$ cat config.mk
export PLATFORM = sky130hd
export DESIGN_NAME = riscv_htif_mailbox
export DESIGN_NICKNAME = d
export VERILOG_FILES = /design/src/rtl/riscv_mpsoc_pkg.sv /design/src/rtl/riscv_htif_mailbox.sv
export SDC_FILE = /design/constraint.sdc
export NUM_CORES = 1
export LEC_CHECK = 0
export BUFFER_PORTS_ARGS = -buffer_cell sky130_fd_sc_hd__buf_2
export CAP_MARGIN = 20
export CORE_AREA = 2 2 76 107
export DETAILED_ROUTE_END_ITERATION = 8
export DIE_AREA = 0 0 78 109
export GPL_TIMING_DRIVEN = 0
export MAX_ROUTING_LAYER = met4
export PLACE_DENSITY = 0.71
export SYNTH_ARGS = -nofsm -noshare
export SYNTH_HDL_FRONTEND = slang
export SYNTH_SLANG_ARGS = --single-unit
$ cat constraint.sdc
create_clock -name clk -period 2.55 [get_ports clk]
set_input_delay 0.255 -clock clk [delete_from_list [all_inputs] [get_ports clk]]
set_output_delay 0.255 -clock clk [all_outputs]
set_load 0.005 [all_outputs]
$ cat src/rtl/riscv_mpsoc_pkg.sv
// Shared definitions for the MPSoC blocks.
// Holds the HTIF mailbox register map, STATUS bit positions and the
// state encodings of the mailbox bus and host FSMs.
package riscv_mpsoc_pkg;

    // Mailbox register indices (word index within the mailbox window)
    localparam logic [1:0] HTIF_MBX_TOHOST   = 2'd0;
    localparam logic [1:0] HTIF_MBX_FROMHOST = 2'd1;
    localparam logic [1:0] HTIF_MBX_STATUS   = 2'd2;

    // STATUS register bit positions
    localparam int HTIF_MBX_ST_PENDING = 0;
    localparam int HTIF_MBX_ST_VALID   = 1;
    localparam int HTIF_MBX_ST_OVERRUN = 2;

    typedef enum logic [1:0] {
        B_IDLE  = 2'd0,
        B_STALL = 2'd1,
        B_ACK   = 2'd2
    } htif_bus_state_t;

    typedef enum logic {
        H_IDLE = 1'b0,
        H_ACK  = 1'b1
    } htif_host_state_t;

endpackage

$ cat src/rtl/riscv_htif_mailbox.sv
// tohost/fromhost mailbox between a core data-bus slave port and the
// HTIF host CSR handshake.
//
// Ports:
//   clk, rst            clock, synchronous active-high reset
//   bus_req/we/addr/wdata  core bus request (held until bus_ack)
//   bus_rdata/ack/err   core bus response (one-cycle ack pulse)
//   host_csr_req/we/fromhost  host request (held until host_csr_ack)
//   host_csr_ack        one-cycle host completion pulse
//   host_csr_tohost     current TOHOST register
//   irq_fromhost        FROMHOST valid flag
//
// Host-side outputs are driven only from registers, so there is no
// combinational path from the bus inputs to the host.
module riscv_htif_mailbox
    import riscv_mpsoc_pkg::*;
#(
    parameter int XLEN   = 32,
    parameter int ADDR_W = 12
) (
    input  logic              clk,
    input  logic              rst,
    input  logic              bus_req,
    input  logic              bus_we,
    input  logic [ADDR_W-1:0] bus_addr,
    input  logic [XLEN-1:0]   bus_wdata,
    output logic [XLEN-1:0]   bus_rdata,
    output logic              bus_ack,
    output logic              bus_err,
    input  logic              host_csr_req,
    input  logic              host_csr_we,
    input  logic [XLEN-1:0]   host_csr_fromhost,
    output logic              host_csr_ack,
    output logic [XLEN-1:0]   host_csr_tohost,
    output logic              irq_fromhost
);

    localparam int OFS = $clog2(XLEN / 8);

    htif_bus_state_t  bus_state_reg, bus_state_next;
    htif_host_state_t host_state_reg, host_state_next;

    logic [XLEN-1:0] tohost_reg;
    logic [XLEN-1:0] fromhost_reg;
    logic            pending_reg;
    logic            valid_reg;
    logic            overrun_reg;

    logic [1:0]      reg_idx;
    logic            addr_unmapped;
    logic            tohost_wr_hit;
    logic            bus_commit;
    logic            host_commit;
    logic [XLEN-1:0] status_word;

    // Byte-lane bits inside a word carry no register selection.
    logic            unused_lane_bits;
    assign unused_lane_bits = ^bus_addr[OFS-1:0];

    assign reg_idx       = bus_addr[OFS+1:OFS];
    assign addr_unmapped = (|bus_addr[ADDR_W-1:OFS+2]) || (reg_idx == 2'd3);
    assign tohost_wr_hit = !addr_unmapped && bus_we && (reg_idx == HTIF_MBX_TOHOST);

    always_comb begin
        status_word                      = '0;
        status_word[HTIF_MBX_ST_PENDING] = pending_reg;
        status_word[HTIF_MBX_ST_VALID]   = valid_reg;
        status_word[HTIF_MBX_ST_OVERRUN] = overrun_reg;
    end

    // ------------------------------------------------------------------
    // Bus FSM
    // ------------------------------------------------------------------
    always_ff @(posedge clk) begin
        if (rst) begin
            bus_state_reg <= B_IDLE;
        end else begin
            bus_state_reg <= bus_state_next;
        end
    end

    // A stalled TOHOST write only proceeds once pending has been seen
    // clear in the register, so a host consume always commits (and the
    // host sees the old value) before the new value is loaded.
    always_comb begin
        bus_state_next = bus_state_reg;
        bus_ack        = 1'b0;
        bus_err        = 1'b0;
        bus_rdata      = '0;
        bus_commit     = 1'b0;
        case (bus_state_reg)
            B_IDLE: begin
                if (bus_req) begin
                    bus_state_next = (tohost_wr_hit && pending_reg) ? B_STALL : B_ACK;
                end
            end
            B_STALL: begin
                if (!pending_reg) begin
                    bus_state_next = B_ACK;
                end
            end
            B_ACK: begin
                bus_ack        = 1'b1;
                bus_commit     = 1'b1;
                bus_err        = addr_unmapped;
                bus_state_next = B_IDLE;
                if (!addr_unmapped && !bus_we) begin
                    case (reg_idx)
                        HTIF_MBX_TOHOST:   bus_rdata = tohost_reg;
                        HTIF_MBX_FROMHOST: bus_rdata = fromhost_reg;
                        HTIF_MBX_STATUS:   bus_rdata = status_word;
                        default:           bus_rdata = '0;
                    endcase
                end
            end
            default: bus_state_next = B_IDLE;
        endcase
    end

    // ------------------------------------------------------------------
    // Host FSM
    // ------------------------------------------------------------------
    always_ff @(posedge clk) begin
        if (rst) begin
            host_state_reg <= H_IDLE;
        end else begin
            host_state_reg <= host_state_next;
        end
    end

    always_comb begin
        host_state_next = host_state_reg;
        host_csr_ack    = 1'b0;
        host_commit     = 1'b0;
        case (host_state_reg)
            H_IDLE: begin
                if (host_csr_req) begin
                    host_state_next = H_ACK;
                end
            end
            H_ACK: begin
                host_csr_ack    = 1'b1;
                host_commit     = 1'b1;
                host_state_next = H_IDLE;
            end
            default: host_state_next = H_IDLE;
        endcase
    end

    // ------------------------------------------------------------------
    // Shared register file
    // ------------------------------------------------------------------
    logic bus_wr_en, bus_rd_en, host_wr_en, host_consume;

    assign bus_wr_en    = bus_commit && bus_we && !addr_unmapped;
    assign bus_rd_en    = bus_commit && !bus_we && !addr_unmapped;
    assign host_wr_en   = host_commit && host_csr_we;
    assign host_consume = host_commit && !host_csr_we;

    always_ff @(posedge clk) begin
        if (rst) begin
            tohost_reg   <= '0;
            fromhost_reg <= '0;
            pending_reg  <= 1'b0;
            valid_reg    <= 1'b0;
            overrun_reg  <= 1'b0;
        end else begin
            // Consume first; a bus TOHOST write landing in the same cycle
            // is ordered after it and therefore wins.
            if (host_consume) begin
                tohost_reg  <= '0;
                pending_reg <= 1'b0;
            end
            if (bus_wr_en && (reg_idx == HTIF_MBX_TOHOST)) begin
                tohost_reg  <= bus_wdata;
                pending_reg <= 1'b1;
            end

            // A host delivery in the same cycle as a FROMHOST read keeps
            // valid set: the bus got the old word, the new one is unread.
            if (host_wr_en) begin
                fromhost_reg <= host_csr_fromhost;
                valid_reg    <= 1'b1;
            end else if (bus_rd_en && (reg_idx == HTIF_MBX_FROMHOST)) begin
                valid_reg <= 1'b0;
            end

            // Clear precedes set so a simultaneous new overrun is kept.
            if (bus_wr_en && (reg_idx == HTIF_MBX_STATUS) && bus_wdata[HTIF_MBX_ST_OVERRUN]) begin
                overrun_reg <= 1'b0;
            end
            if (host_wr_en && valid_reg) begin
                overrun_reg <= 1'b1;
            end
        end
    end

    assign host_csr_tohost = tohost_reg;
    assign irq_fromhost    = valid_reg;

endmodule

# Yosys cells after proc, flatten, opt, wreduce, memory -nomap -nowiden
# Index checks and enable logic that the tools add are counted.
# W data, S select, Z words.
[op_classes] bitwise_logic=1 reduce_logical=26 n_eq_ne=7 n_mux=20
[op_table] cell="$mux W32" count=4
[op_table] cell="$pmux W32 S3" count=1
[op_table] cell="$logic_and A1 B1 Y1" count=15
[op_table] cell="$mux W1" count=10
[op_table] cell="$reduce_or A8 Y1" count=1
[op_table] cell="$eq A2 B2 Y1 const B" count=3
[op_table] cell="$mux W2" count=3
[op_table] cell="$reduce_bool A2 Y1" count=3
[op_table] cell="$eq A2 B1 Y1 const B" count=2
[op_table] cell="$logic_not A2 Y1" count=2
[op_table] cell="$ne A2 B2 Y1 const B" count=2
[op_table] cell="$pmux W2 S2" count=1
[op_table] cell="$logic_not A1 Y1" count=3
[op_table] cell="$pmux W1 S2" count=1
[op_table] cell="$reduce_and A2 Y1" count=1
[op_table] cell="$logic_or A1 B1 Y1" count=1
[op_table] cell="$not A1 Y1" count=1
[totals] wordCells=61 regBits=70

# Depth between registers and ports, before layout
[depth] depth_word=9 ltp_mapped=6 ltp_nobuf=3

# Worst setup path after synthesis
# OpenSTA, ideal clock, no wires.
[synth_path] kind="in2out" startpoint="in bus_addr[9]" endpoint="out bus_rdata[21]" setup_slack_ns=0.515 required_time_ns=2.295 arrival_time_ns=1.780 path_stages=6 path_buffers=3 path_cell_list="or4_4 buf_6 nor4_1 buf_2 buf_2 a22o_1"
[synth_via] elab_chain_cells=6
[synth_lines] item="from (decl)" line="riscv_htif_mailbox.sv:25" source="input logic [ADDR_W-1:0] bus_addr,"
[synth_lines] item="$reduce_or A8 Y1" line="riscv_htif_mailbox.sv:61" source="assign addr_unmapped = (|bus_addr[ADDR_W-1:OFS+2]) || (reg_idx == 2'd3);"
[synth_lines] item="$logic_or A1 B1 Y1" line="riscv_htif_mailbox.sv:61"
[synth_lines] item="$logic_not A1 Y1" line="riscv_htif_mailbox.sv:107" source="if (!addr_unmapped && !bus_we) begin"
[synth_lines] item="$logic_and A1 B1 Y1" line="riscv_htif_mailbox.sv:107"
[synth_lines] item="$mux W32" line="riscv_htif_mailbox.sv:107"
[synth_lines] item="$mux W32" line="riscv_htif_mailbox.sv:91" source="case (bus_state_reg)"
[synth_lines] item="to (decl)" line="riscv_htif_mailbox.sv:27" source="output logic [XLEN-1:0] bus_rdata,"
# Every way passes these cells.

# Worst setup path after layout
[layout_path] startpoint="reg bus_state_reg[1]" endpoint="out bus_rdata[21]"
[layout_via] elab_chain_cells=2
[layout_lines] item="from (decl)" line="riscv_htif_mailbox.sv:40" source="htif_bus_state_t bus_state_reg, bus_state_next;"
[layout_lines] item="from (signal assigned)" line="riscv_htif_mailbox.sv:78" source="bus_state_reg <= bus_state_next;"
[layout_lines] item="$eq A2 B2 Y1" line="riscv_htif_mailbox.sv:91"
[layout_lines] item="$mux W32" line="riscv_htif_mailbox.sv:91"
# Every way passes these cells.

==> metrics.cfg <==
[run_status]
status=complete, no violations

[finish]
layout.cells.non_filler=633
nNetsFinal=610
final_cell_area_um2=4390
area_delta_synth_final_pct=33.7
layout_commonest_cell=buf_2
num_antenna_cells=0
num-fill-cells=715
layout_common_cells=146 x buf_2, 70 x nand2_1, 70 x dfxtp_1
drive_above_1_share_pct=33.6
multi_input_area_um2=1740
seqCellArea_um2=1400

[clock_network]
root_buffer=clkbuf_8
cts_buffers=9
holdBufCountCts=0
htreeDepth=3
clk_pin_slew_ps=70
cts_tree=done
clk_latency_ps=340
cts.path.max_buffers=2
clock-sinks=70

[timing]
rsz0062_at_grt=no
setup_viol=0
maxSlewViolCount=0
skew_ps=6.27
worst_slew_pin_slew_ps=543
min_period_over_period_pct=95.8
maxSlewHeadroom_pct=63.8
fmax_ghz=0.409
hold_viol_final=0
period_minus_slack_ps=2440

[power_and_ir_drop]
p_per_area_nw_per_um2=503
power_switching_uw=508
pwr-share-clk_pct=40.8
p_leak_nw=2.18
p_seq_share_pct=50.7
vdd_drop_max_mv=0.301
internal-power_mw=1.70
sw_frac_of_total_pct=23.0
comb_power_share_pct=8.5

[logic_synthesis]
muxShareOfSynthArea_pct=10.7
syn-cell-area_um2=3280
synth-seq-cells=70
ys_seq_area_share_pct=42.7
synthSimpleGateAreaFrac_pct=26.2
synth-async-reset-ratio_pct=0
synth_nets=453
syn_inst=371
syn_avg_cell_area_um2=8.85
synth.distinct_cells=29
ys_warn_count=0
synth_xor_area_share_pct=0
synth_compound_area_share_pct=15.0
ys.flop_type=dfxtp_1
synth_edf_count=0
synthAdderAreaFrac_pct=0
synth_top_family_by_area=simple AND/OR/NAND/NOR gates

[die]
die_y_um=109
num_io_pins=150
core_um2=7610
rows=38
dieArea_um2=8500
die_width_um=78
start_util_pct=43.2

[setup_path]
rrSetupSlack_ps=840
reg2reg_from=bus_state_reg[1]
reg2reg_to=irq_fromhost
reg2reg_depth=4
cpPeakStageDelay_ps=430
required_ps=2300
end_kind=output port
path_max_fanout=10
crit_type=reg -> out
cpMaxStageDelayCell=or3b_4
startpoint_type=flip-flop
path_buf_inv=3
arrival_ps=2190
cp_cell_sequence=or3b_4 -> nor4_4 -> buf_6 -> buf_4 -> a22o_1 -> buf_2
crit_family=simple AND/OR/NAND/NOR gates

[placed_design]
dp_cells=616
gp_congestion=0.820
numPortBuffers=145
dp_hpwl_mm=7.09
dpl_cell_area_um2=4140

[detailed_routing]
wl_per_cell_um=15.1
viasPerCell=5.11
route.detailed.drc=0
dr_total_vias=3234
routed_wl_mm=9.55
first_iter_violations=153
firstDrtPassIters=4
postRouteAntennaNets=0

[hold_path]
whs_path_depth=3
hold_path_end=fromhost_reg[8]
min_from=host_csr_fromhost[8]
worstHoldPathType=in -> reg

[global_route]
antenna_found_initial=0
grt_pass1_vias=3080
grt_pass1_wl_mm=14.7
grt_max_degree=12
grt_overflow=0
grt_use_total_pct=23.2

[job]
drv_cap=0

==> through the flow <==
step	TNS [ps]	utilization, %	total power, mW	worst slack [ps]	hold slack [ps]
after global routing	0	57.7	2.31	25.0	135
after detailed placement	-5450	54.4	1.33	-284	447
after global placement	-4120	54.4	1.33	-229	442
after floorplan	0	-	1.24	515	363
after CTS	0	57.7	2.23	8.31	133
final	0	57.7	2.21	108	143
==> cells by family (layout without fill, tap and decap cells) <==
kind of cell	count (synthesis)	after routing
compound gates	72	72
mux	35	35
flops	70	70
simple gates	158	158
buf+inv	36	198
==> timing repair <==
item / 4_1_cts / 5_1_grt
buffers inserted: 1 / 0
endpoints found under the setup margin: 29 / 29
pin swaps: 1 / 1
gates resized for setup: 11 / 3
==> synth_stat cells (2+ instances only) <==
library cell / count / area [µm²]
nand2b_1: 36 / 225
clkbuf_1: 26 / 97.6
a21oi_1: 35 / 175
nor4_1: 3 / 18.8
o2bb2ai_1: 3 / 26.3
nor2_1: 3 / 11.3
buf_6: 5 / 56.3
nand2_1: 70 / 263
a22o_1: 29 / 254
dfxtp_1: 70 / 1400
or4_4: 2 / 22.5
mux2i_1: 35 / 350
nand3b_1: 34 / 255
buf_2: 3 / 15.0
and3_1: 3 / 18.8
==> how the worst max path moves through the flow <==
stage	from	to	slack [ps]	depth (start not counted)
6_report	bus_state_reg[1]	bus_rdata[21]	110	6
5_1_grt	bus_state_reg[0]	bus_rdata[25]	20	6
4_1_cts	bus_state_reg[1]	bus_rdata[11]	8	5
3_5_place_dp	bus_addr[9]	bus_rdata[21]	-280	8
3_3_place_gp	bus_addr[9]	bus_rdata[21]	-230	8
2_1_floorplan	bus_addr[9]	bus_rdata[21]	520	6
==> power groups by stage <==
stage               sequential [mW]  clock [mW]  combinational (mW)
finish                         1.12       0.902               0.188
global route                   1.12       0.976               0.209
CTS                            1.12       0.919               0.189
detailed placement             1.15           0               0.186
global placement               1.15           0               0.183
floorplan                      1.14           0              0.0924
==> routing by layer <==
metal | GRT usage, % | routed length [µm] | share of wire, %
met1 | 25.7 | 3910 | 41
met2 | 39.5 | 4800 | 50
met3 | 4.88 | 553 | 5.8
met4 | 11.5 | 284 | 3.0
met5 | - | 0 | 0
==> layout make-up <==
type                    instances  area share, %
clock buffers                  12           3.53
multi-input cells             265           39.6
clock inverters                 4           1.03
inverters                       1         0.0855
plain buffers                  35           4.30
flip-flops and latches         70           31.9
well taps                     100           2.85
repair buffers                146           16.7
==> worst reg2reg max path: stages (launching register included) <==
cell      delay (ps)
dfxtp_1          370
or3b_4           430
nor4_4           380
clkbuf_2         310
o22ai_1           90
No activity file was read; power rests on OpenSTA's default activity.
